$ cat config.mk
export PLATFORM = sky130hd
export DESIGN_NAME = frame_buffer_reader
export DESIGN_NICKNAME = d
export VERILOG_FILES = /design/src/rtl/edge_detection_pkg.sv /design/src/rtl/pixel_skid_fifo.sv /design/src/rtl/frame_buffer_reader.sv
export SDC_FILE = /design/constraint.sdc
export NUM_CORES = 1
export LEC_CHECK = 0
export ABC_AREA = 1
export BUFFER_PORTS_ARGS = -buffer_cell sky130_fd_sc_hd__buf_4
export CORE_MARGIN = 8
export CORE_UTILIZATION = 31
export DETAILED_ROUTE_END_ITERATION = 6
export GPL_ROUTABILITY_DRIVEN = 0
export PLACE_DENSITY = 0.53
export SLEW_MARGIN = 20
export SYNTH_ARGS = -nofsm -noshare
export SYNTH_HDL_FRONTEND = slang
export SYNTH_HIERARCHICAL = 1
export SYNTH_SLANG_ARGS = --single-unit
$ cat constraint.sdc
create_clock -name I_CLK -period 3.89 [get_ports I_CLK]
set_input_delay 0.389 -clock I_CLK [delete_from_list [all_inputs] [get_ports I_CLK]]
set_output_delay 0.389 -clock I_CLK [all_outputs]
set_load 0.05 [all_outputs]
$ cat src/rtl/edge_detection_pkg.sv
// Shared types and default geometry for the edge-detection pipeline.
package edge_detection_pkg;

  localparam int DEFAULT_COLUMNS     = 640;
  localparam int DEFAULT_ROWS        = 3;
  localparam int DEFAULT_PIXEL_DEPTH = 24;

  typedef enum logic [1:0] {
    IDLE  = 2'd0,
    READ  = 2'd1,
    DRAIN = 2'd2,
    DONE  = 2'd3
  } frame_reader_state_t;

endpackage

$ cat src/rtl/pixel_skid_fifo.sv
// Two-entry FIFO with the head exposed combinationally; push into a full FIFO
// is accepted only when a pop frees the slot in the same cycle.
module pixel_skid_fifo #(
  parameter int P_WIDTH = 8
) (
  input  logic               clk_i,
  input  logic               reset_i,
  input  logic               push_i,
  input  logic [P_WIDTH-1:0] push_data_i,
  input  logic               pop_i,
  output logic [P_WIDTH-1:0] head_o,
  output logic [1:0]         occupancy_o,
  output logic               empty_o
);

  logic [P_WIDTH-1:0] mem_q [2];
  logic               wr_ptr_q;
  logic               rd_ptr_q;
  logic [1:0]         count_q;
  logic               do_push;
  logic               do_pop;

  assign do_pop  = pop_i && (count_q != 2'd0);
  assign do_push = push_i && ((count_q != 2'd2) || do_pop);

  always_ff @(posedge clk_i) begin
    if (reset_i) begin
      mem_q[0] <= '0;
      mem_q[1] <= '0;
      wr_ptr_q <= 1'b0;
      rd_ptr_q <= 1'b0;
      count_q  <= 2'd0;
    end else begin
      if (do_push) begin
        mem_q[wr_ptr_q] <= push_data_i;
        wr_ptr_q        <= ~wr_ptr_q;
      end
      if (do_pop) begin
        rd_ptr_q <= ~rd_ptr_q;
      end
      count_q <= count_q + {1'b0, do_push} - {1'b0, do_pop};
    end
  end

  assign head_o      = mem_q[rd_ptr_q];
  assign occupancy_o = count_q;
  assign empty_o     = (count_q == 2'd0);

endmodule

$ cat src/rtl/frame_buffer_reader.sv
// Raster-order read sequencer for frame_buffer: issues reads under credit
// control, absorbs the 1-cycle read latency and streams tagged pixels.
module frame_buffer_reader
  import edge_detection_pkg::*;
#(
  parameter int P_COLUMNS     = DEFAULT_COLUMNS,
  parameter int P_ROWS        = DEFAULT_ROWS,
  parameter int P_PIXEL_DEPTH = DEFAULT_PIXEL_DEPTH
) (
  input  logic                         I_CLK,
  input  logic                         I_RESET,
  input  logic                         I_START,
  output logic [$clog2(P_COLUMNS)-1:0] O_FB_COLUMN,
  output logic [$clog2(P_ROWS)-1:0]    O_FB_ROW,
  output logic                         O_FB_READ_ENABLE,
  input  logic [P_PIXEL_DEPTH-1:0]     I_FB_PIXEL,
  output logic [P_PIXEL_DEPTH-1:0]     O_PIXEL,
  output logic [$clog2(P_COLUMNS)-1:0] O_COLUMN,
  output logic [$clog2(P_ROWS)-1:0]    O_ROW,
  output logic                         O_LAST,
  output logic                         O_VALID,
  input  logic                         I_READY,
  output logic                         O_BUSY,
  output logic                         O_DONE,
  output logic [1:0]                   O_DBG_STATE
);

  localparam int COL_W = $clog2(P_COLUMNS);
  localparam int ROW_W = $clog2(P_ROWS);
  localparam int TAG_W = P_PIXEL_DEPTH + COL_W + ROW_W + 1;
  localparam logic [COL_W-1:0] LAST_COL = COL_W'(P_COLUMNS - 1);
  localparam logic [ROW_W-1:0] LAST_ROW = ROW_W'(P_ROWS - 1);

  // Handshake: a pixel transfers on any rising edge where O_VALID and I_READY
  // are both high; O_VALID never drops and the head never changes until then.

  frame_reader_state_t state_q;
  logic [COL_W-1:0]    col_q;
  logic [ROW_W-1:0]    row_q;
  logic                inflight_q;
  logic [COL_W-1:0]    tag_col_q;
  logic [ROW_W-1:0]    tag_row_q;
  logic                tag_last_q;

  logic                read_en;
  logic                pop;
  logic                at_last;
  logic                fifo_empty;
  logic [1:0]          fifo_occ;
  logic [TAG_W-1:0]    fifo_head;

  assign at_last = (col_q == LAST_COL) && (row_q == LAST_ROW);
  assign pop     = O_VALID && I_READY;

  // Credit: buffered plus in-flight pixels, less the one leaving now, stays below 2.
  assign read_en = (state_q == READ) &&
                   (({1'b0, fifo_occ} + {2'b0, inflight_q}) < (3'd2 + {2'b0, pop}));

  always_ff @(posedge I_CLK) begin
    if (I_RESET) begin
      state_q    <= IDLE;
      col_q      <= '0;
      row_q      <= '0;
      inflight_q <= 1'b0;
      tag_col_q  <= '0;
      tag_row_q  <= '0;
      tag_last_q <= 1'b0;
    end else begin
      inflight_q <= read_en;
      if (read_en) begin
        tag_col_q  <= col_q;
        tag_row_q  <= row_q;
        tag_last_q <= at_last;
        if (at_last) begin
          col_q <= '0;
          row_q <= '0;
        end else if (col_q == LAST_COL) begin
          col_q <= '0;
          row_q <= row_q + 1'b1;
        end else begin
          col_q <= col_q + 1'b1;
        end
      end
      case (state_q)
        IDLE:    if (I_START) state_q <= READ;
        READ:    if (read_en && at_last) state_q <= DRAIN;
        DRAIN:   if (!inflight_q && (fifo_empty || (fifo_occ == 2'd1 && pop))) state_q <= DONE;
        DONE:    state_q <= IDLE;
        default: state_q <= IDLE;
      endcase
    end
  end

  pixel_skid_fifo #(
    .P_WIDTH(TAG_W)
  ) u_fifo (
    .clk_i      (I_CLK),
    .reset_i    (I_RESET),
    .push_i     (inflight_q),
    .push_data_i({I_FB_PIXEL, tag_col_q, tag_row_q, tag_last_q}),
    .pop_i      (pop),
    .head_o     (fifo_head),
    .occupancy_o(fifo_occ),
    .empty_o    (fifo_empty)
  );

  assign O_FB_COLUMN      = col_q;
  assign O_FB_ROW         = row_q;
  assign O_FB_READ_ENABLE = read_en;
  assign {O_PIXEL, O_COLUMN, O_ROW, O_LAST} = fifo_head;
  assign O_VALID          = !fifo_empty;
  assign O_BUSY           = (state_q != IDLE);
  assign O_DONE           = (state_q == DONE);
  assign O_DBG_STATE      = state_q;

endmodule

# Yosys cells after proc, flatten, opt, wreduce, memory -nomap -nowiden
# Memories as Yosys holds them, arrays and structs flattened. A register that Yosys moved wholly into a read port is not among the register bits.
# Index checks and enable logic that the tools add are counted.
[totals] regBits=32 mem_bits_rw=74 output_inout_bits=55 wordCells=68 mem_count=1
[classes] n_addsub=6 n_lt_le_gt_ge=1 eq_ne=10 n_mux=18 bitwise_logic=2 n_reduce_logical=20
[memory_table] name="u_fifo.mem_q" depth=2 word_bits=37 rd=1 rd_ports_with_merged_regs=1 write_ports=2 line="pixel_skid_fifo.sv:16" text="logic [P_WIDTH-1:0] mem_q [2];"
[ops] cell="37-bit 2-to-1 mux" count=1
[ops] cell="37-bit OR reduction" count=1
[ops] cell="10-bit 2-to-1 mux" count=2
[ops] cell="10-bit by 1-bit adder with 10-bit output, second input constant" count=1
[ops] cell="10-bit == test, second input constant" count=1
[ops] cell="2-bit 2-to-1 mux" count=5
[ops] cell="1-bit 2-to-1 mux" count=9
[ops] cell="1-bit logical AND" count=8
[ops] cell="2-bit one-hot mux with 4 select lines" count=1
[ops] cell="2-bit == test, second input constant" count=3
[ops] cell="2-bit inequality test, second input constant" count=3
[ops] cell="2-bit nonzero test" count=3
[ops] cell="2-bit by 1-bit == test with 1-bit output, second input constant" count=2
[ops] cell="2-bit zero test" count=2
[ops] cell="2-bit by 1-bit adder with 3-bit output" count=1
[ops] cell="2-bit by 1-bit adder with 3-bit output, first input constant" count=1
[ops] cell="3-bit < comparator" count=1
[ops] cell="3-bit AND reduction" count=1
[ops] cell="2-bit by 1-bit adder with 2-bit output" count=1
[ops] cell="2-bit by 1-bit adder with 2-bit output, second input constant" count=1
[ops] cell="1-bit zero test" count=2
[ops] cell="1-bit logical OR" count=2
[ops] cell="2-bit by 1-bit inequality test with 1-bit output, second input constant" count=1
[ops] cell="1-bit NOT" count=2
[ops] cell="other kinds (2)" count=2

# Longest topological paths before layout
[depth] depth_word=11 mapped_depth=15 mapped_depth_nobuf=15

# Modules after synthesis
# Netlist, hierarchy kept.
[modules_own_cells] mod="pixel_skid_fifo" n_inst=1 cells_each=275 area_each_um2=3458.3 seq_area_each_um2=2322.2
[modules_own_cells] mod="frame_buffer_reader" n_inst=1 cells_each=180 area_each_um2=1390.1 seq_area_each_um2=560.5

# Worst setup path after synthesis
# OpenSTA, ideal clock, no wires.
[synth_timing] path_type="register to register" from="reg u_fifo.count_q[1] (netlist: u_fifo/occupancy_o[1])" to="mem u_fifo/mem_q[0][0] in the netlist's numbering, enable pin" setup_time_ns=0.395 t_arrival_ns=2.079 required_ns=3.495 setup_slack_ns=1.416 stages_incl_launch_ff=11 cell_sequence="dfxtp_1 -> inv_1 -> nand2_1 -> inv_1 -> nor2_1 -> nor2_1 -> nand2_2 -> nand4_2 -> buf_6 -> buf_6 -> nand2_1"
[synth_rtl] item="start: declaration" line="pixel_skid_fifo.sv:19" text="logic [1:0] count_q;"
[synth_rtl] item="start signal: assignment" line="pixel_skid_fifo.sv:41" text="count_q <= count_q + {1'b0, do_push} - {1'b0, do_pop};"
[synth_rtl] item="end: declaration" line="pixel_skid_fifo.sv:16"

==> results.md <==
* Post-synth top area share at 0.458
* R2r worst-path depth at 9
* Area leader, netlist: edfxtp_1
* Dpl ws at 1.30 ns
* Final Hold Fails at 0
* Gr usage total at 0.113
* Initial antenna violation count at 0
* Number of max-slew violations in the final report at 0
* Setup ws final at 1.35 ns
* Clock Skew at 0.00768 ns
* Syn Inst Count at 455
* R2R Path End: u_fifo/mem_q[1][3]
* # IOs at 83
* CTS root buf: clkbuf_16
* Layout cells sized above 1 at 0.320
* Clock Latency Late Sink at 0.35 ns
* End of the worst hold path: O_FB_COLUMN[1]
* Critical Path AT at 2.43 ns
* WHS Path Cells at 2
* Die Wd at 141 um
* Dpl hpwl at 7.19 mm
* Sink Count at 107
* Hold WC Path Type: input pin to flip-flop
* Most frequent cells in the layout: 101 x nor2_1, 84 x buf_4, 74 x edfxtp_1, 70 x inv_1, 37 x mux2_2
* Detailed-route via count at 3,288
* Initial DRC Count at 196
* Post-synth EDFFs at 74
* Area Overhead vs Synth at 21.2%
* Core area at 0.0153 mm^2
* Buffers on Ports at 82
* Dpl cell area at 0.00560 mm^2
* Element type at the critical path end: flip-flop
* Peak VDD IR at 0.275 mV
* Sequential share of the synthesized area at 0.595
* Synth Flop Type: edfxtp_1
* Worst hold start: I_RESET
* Vias in the first global route at 3,436
* # rows at 45
* CP Launch Type: flip-flop
* WL/cell at 14.3 um
* Distinct cells, synth at 31
* Syn nets at 494
* Final WL at 10.7 mm
* Fin Setup TNS at 0 ns
* Height of the die at 141 um
* Clock period minus worst slack at 2.54 ns
* Commonest non-fill, non-tap cell in the layout: nor2_1
* Fin nets at 572
* Reg2reg start: u_fifo/occupancy_o[1]
* Global-route wire length before repair at 17.8 mm
* Slew at the pin with the worst max-slew slack at 0.999 ns
* Routed Antenna Nets at 0
* CP required at 3.77 ns
* Final Cell Area at 0.00587 mm^2
* Fin crit share at 0.654
* Max-cap viol count at 0
* Clk buf depth at 2
* FFs w/ async S/R, synth at 0
* Initial Utilization at 0.318
* Die Area at 0.0199 mm^2
* CTS Hold Bufs at 0
* Synth top area cells: edfxtp_1 46%, dfxtp_1 14%, mux2_2 8.6%, nor2_1 7.8%, inv_1 5.4%
* Final setup viols at 0
* CTS tree: done
* Mapped Area at 0.00485 mm^2
* Pwr/cell area at 543 mW/mm^2
* Critical Path Fanout Max at 38
* Post_cts resized at 0
* Htree depth at 3
* Leakage power at 2.46 nW
* Num CTS Buffers at 9
* Post-synthesis register bit count at 107
* # diodes at 0
* Status: complete, no violations
* CP Class: flip-flop to flip-flop
* Overflow after GRT at 0
* Flop2flop setup slack at 1.35 ns
* Clock slew at reported path FFs at 0.07 ns
* Vias per cell at 4.39
* Relative slew slack at 0.332
* Ys Warns at 6
* Setup bufs post-CTS at 0
* RSZ-0062 raised after global routing: false
* DRC viols at 0
* Max Fclk at 393 MHz
* Largest net degree at the start of global routing at 39
* DR pass1 iterations at 4
* Syn avg cell area at 10.7 um^2
## flip-flops by register name (all words and copies together) (netlist names), named ones only
name                flops
u_fifo/rd_ptr_q         1
O_DBG_STATE             2
O_FB_COLUMN            10
u_fifo/wr_ptr_q         1
u_fifo/occupancy_o      2
inflight_q              1
O_FB_ROW                2
u_fifo/mem_q           74
tag_col_q              10
tag_last_q              1
tag_row_q               2
## per-layer routing
layer,up-vias,wire [um],global-route usage
met5,-,0,0
met4,0,158,0.0407
met3,12,795,0.0381
met2,87,4750,0.170
met1,1554,4980,0.147
li1,1635,-,-
## how the worst max path moves through the flow
stage | start | endpoint | slack [ns] | depth (start not counted)
6_report | u_fifo/occupancy_o[1] | u_fifo/mem_q[1][3] | 1.35 | 9
5_1_grt | u_fifo/occupancy_o[1] | u_fifo/mem_q[1][3] | 1.07 | 9
4_1_cts | u_fifo/occupancy_o[1] | u_fifo/mem_q[1][30] | 1.29 | 9
3_5_place_dp | u_fifo/occupancy_o[1] | u_fifo/mem_q[1][31] | 1.30 | 9
3_3_place_gp | u_fifo/occupancy_o[1] | u_fifo/mem_q[1][31] | 1.41 | 9
2_1_floorplan | u_fifo/occupancy_o[1] | u_fifo/mem_q[0][0] | 1.42 | 10
## synthesized netlist by cell type, types with 2 or more instances
master      n
o21ai_0     7
nand2_2     3
nor3_1      4
nand4_1     2
o21ai_1     7
nand2_1    27
nor2_1    101
a21oi_1    16
nand3_1    13
nand3_2     4
nor2_2     13
buf_4       2
inv_2       5
edfxtp_1   74
inv_1      70
buf_2       5
ha_1       11
mux2_2     37
a211oi_2    2
buf_6       9
dfxtp_1    33
## kinds of logic (layout without fill, tap and decap cells)
family          Yosys count  after routing  synth area share
compound gates           34             34            0.0418
fa+ha+maj                11             11            0.0284
xor+xnor                  1              1           0.00181
flops                   107            107             0.595
buf+inv                  93            176            0.0895
simple gates            172            172             0.158
mux                      37             37            0.0859
## cell type report
class,instances,area (um^2)
fill,1543,9380
sequential,107,2880
multi-input combinational,255,1540
timing repair buffer,84,631
inverter,76,288
tap,211,264
clock buffer,10,229
clock inverter,6,42.5
## critical path, cell delays in order (launching register included)
cell and delay, ns:
dfxtp_1 0.37, inv_1 0.08, nand2_1 0.07, inv_1 0.11, nor2_1 0.08, nor2_1 0.15
nand2_2 0.09, nand3_2 0.07, buf_4 0.38, nand2_2 0.64
## report_power, final
part	total [mW]	switching [mW]	internal (mW)
logic	0.896	0.627	0.270
clock network	0.854	0.420	0.435
registers	1.44	0.0793	1.36
## per-stage QoR
step	total power, mW	utilization	std cells	hold WS, ns
6_report	3.19	0.385	749	0.332
5_1_grt	3.38	0.385	749	0.345
4_1_cts	3.24	0.385	749	0.328
3_5_place_dp	2.38	0.367	733	0.459
3_3_place_gp	2.35	0.367	733	0.467
2_1_floorplan	2.14	-	455	0.443
Note: power is estimated with default switching activity, not from simulation.
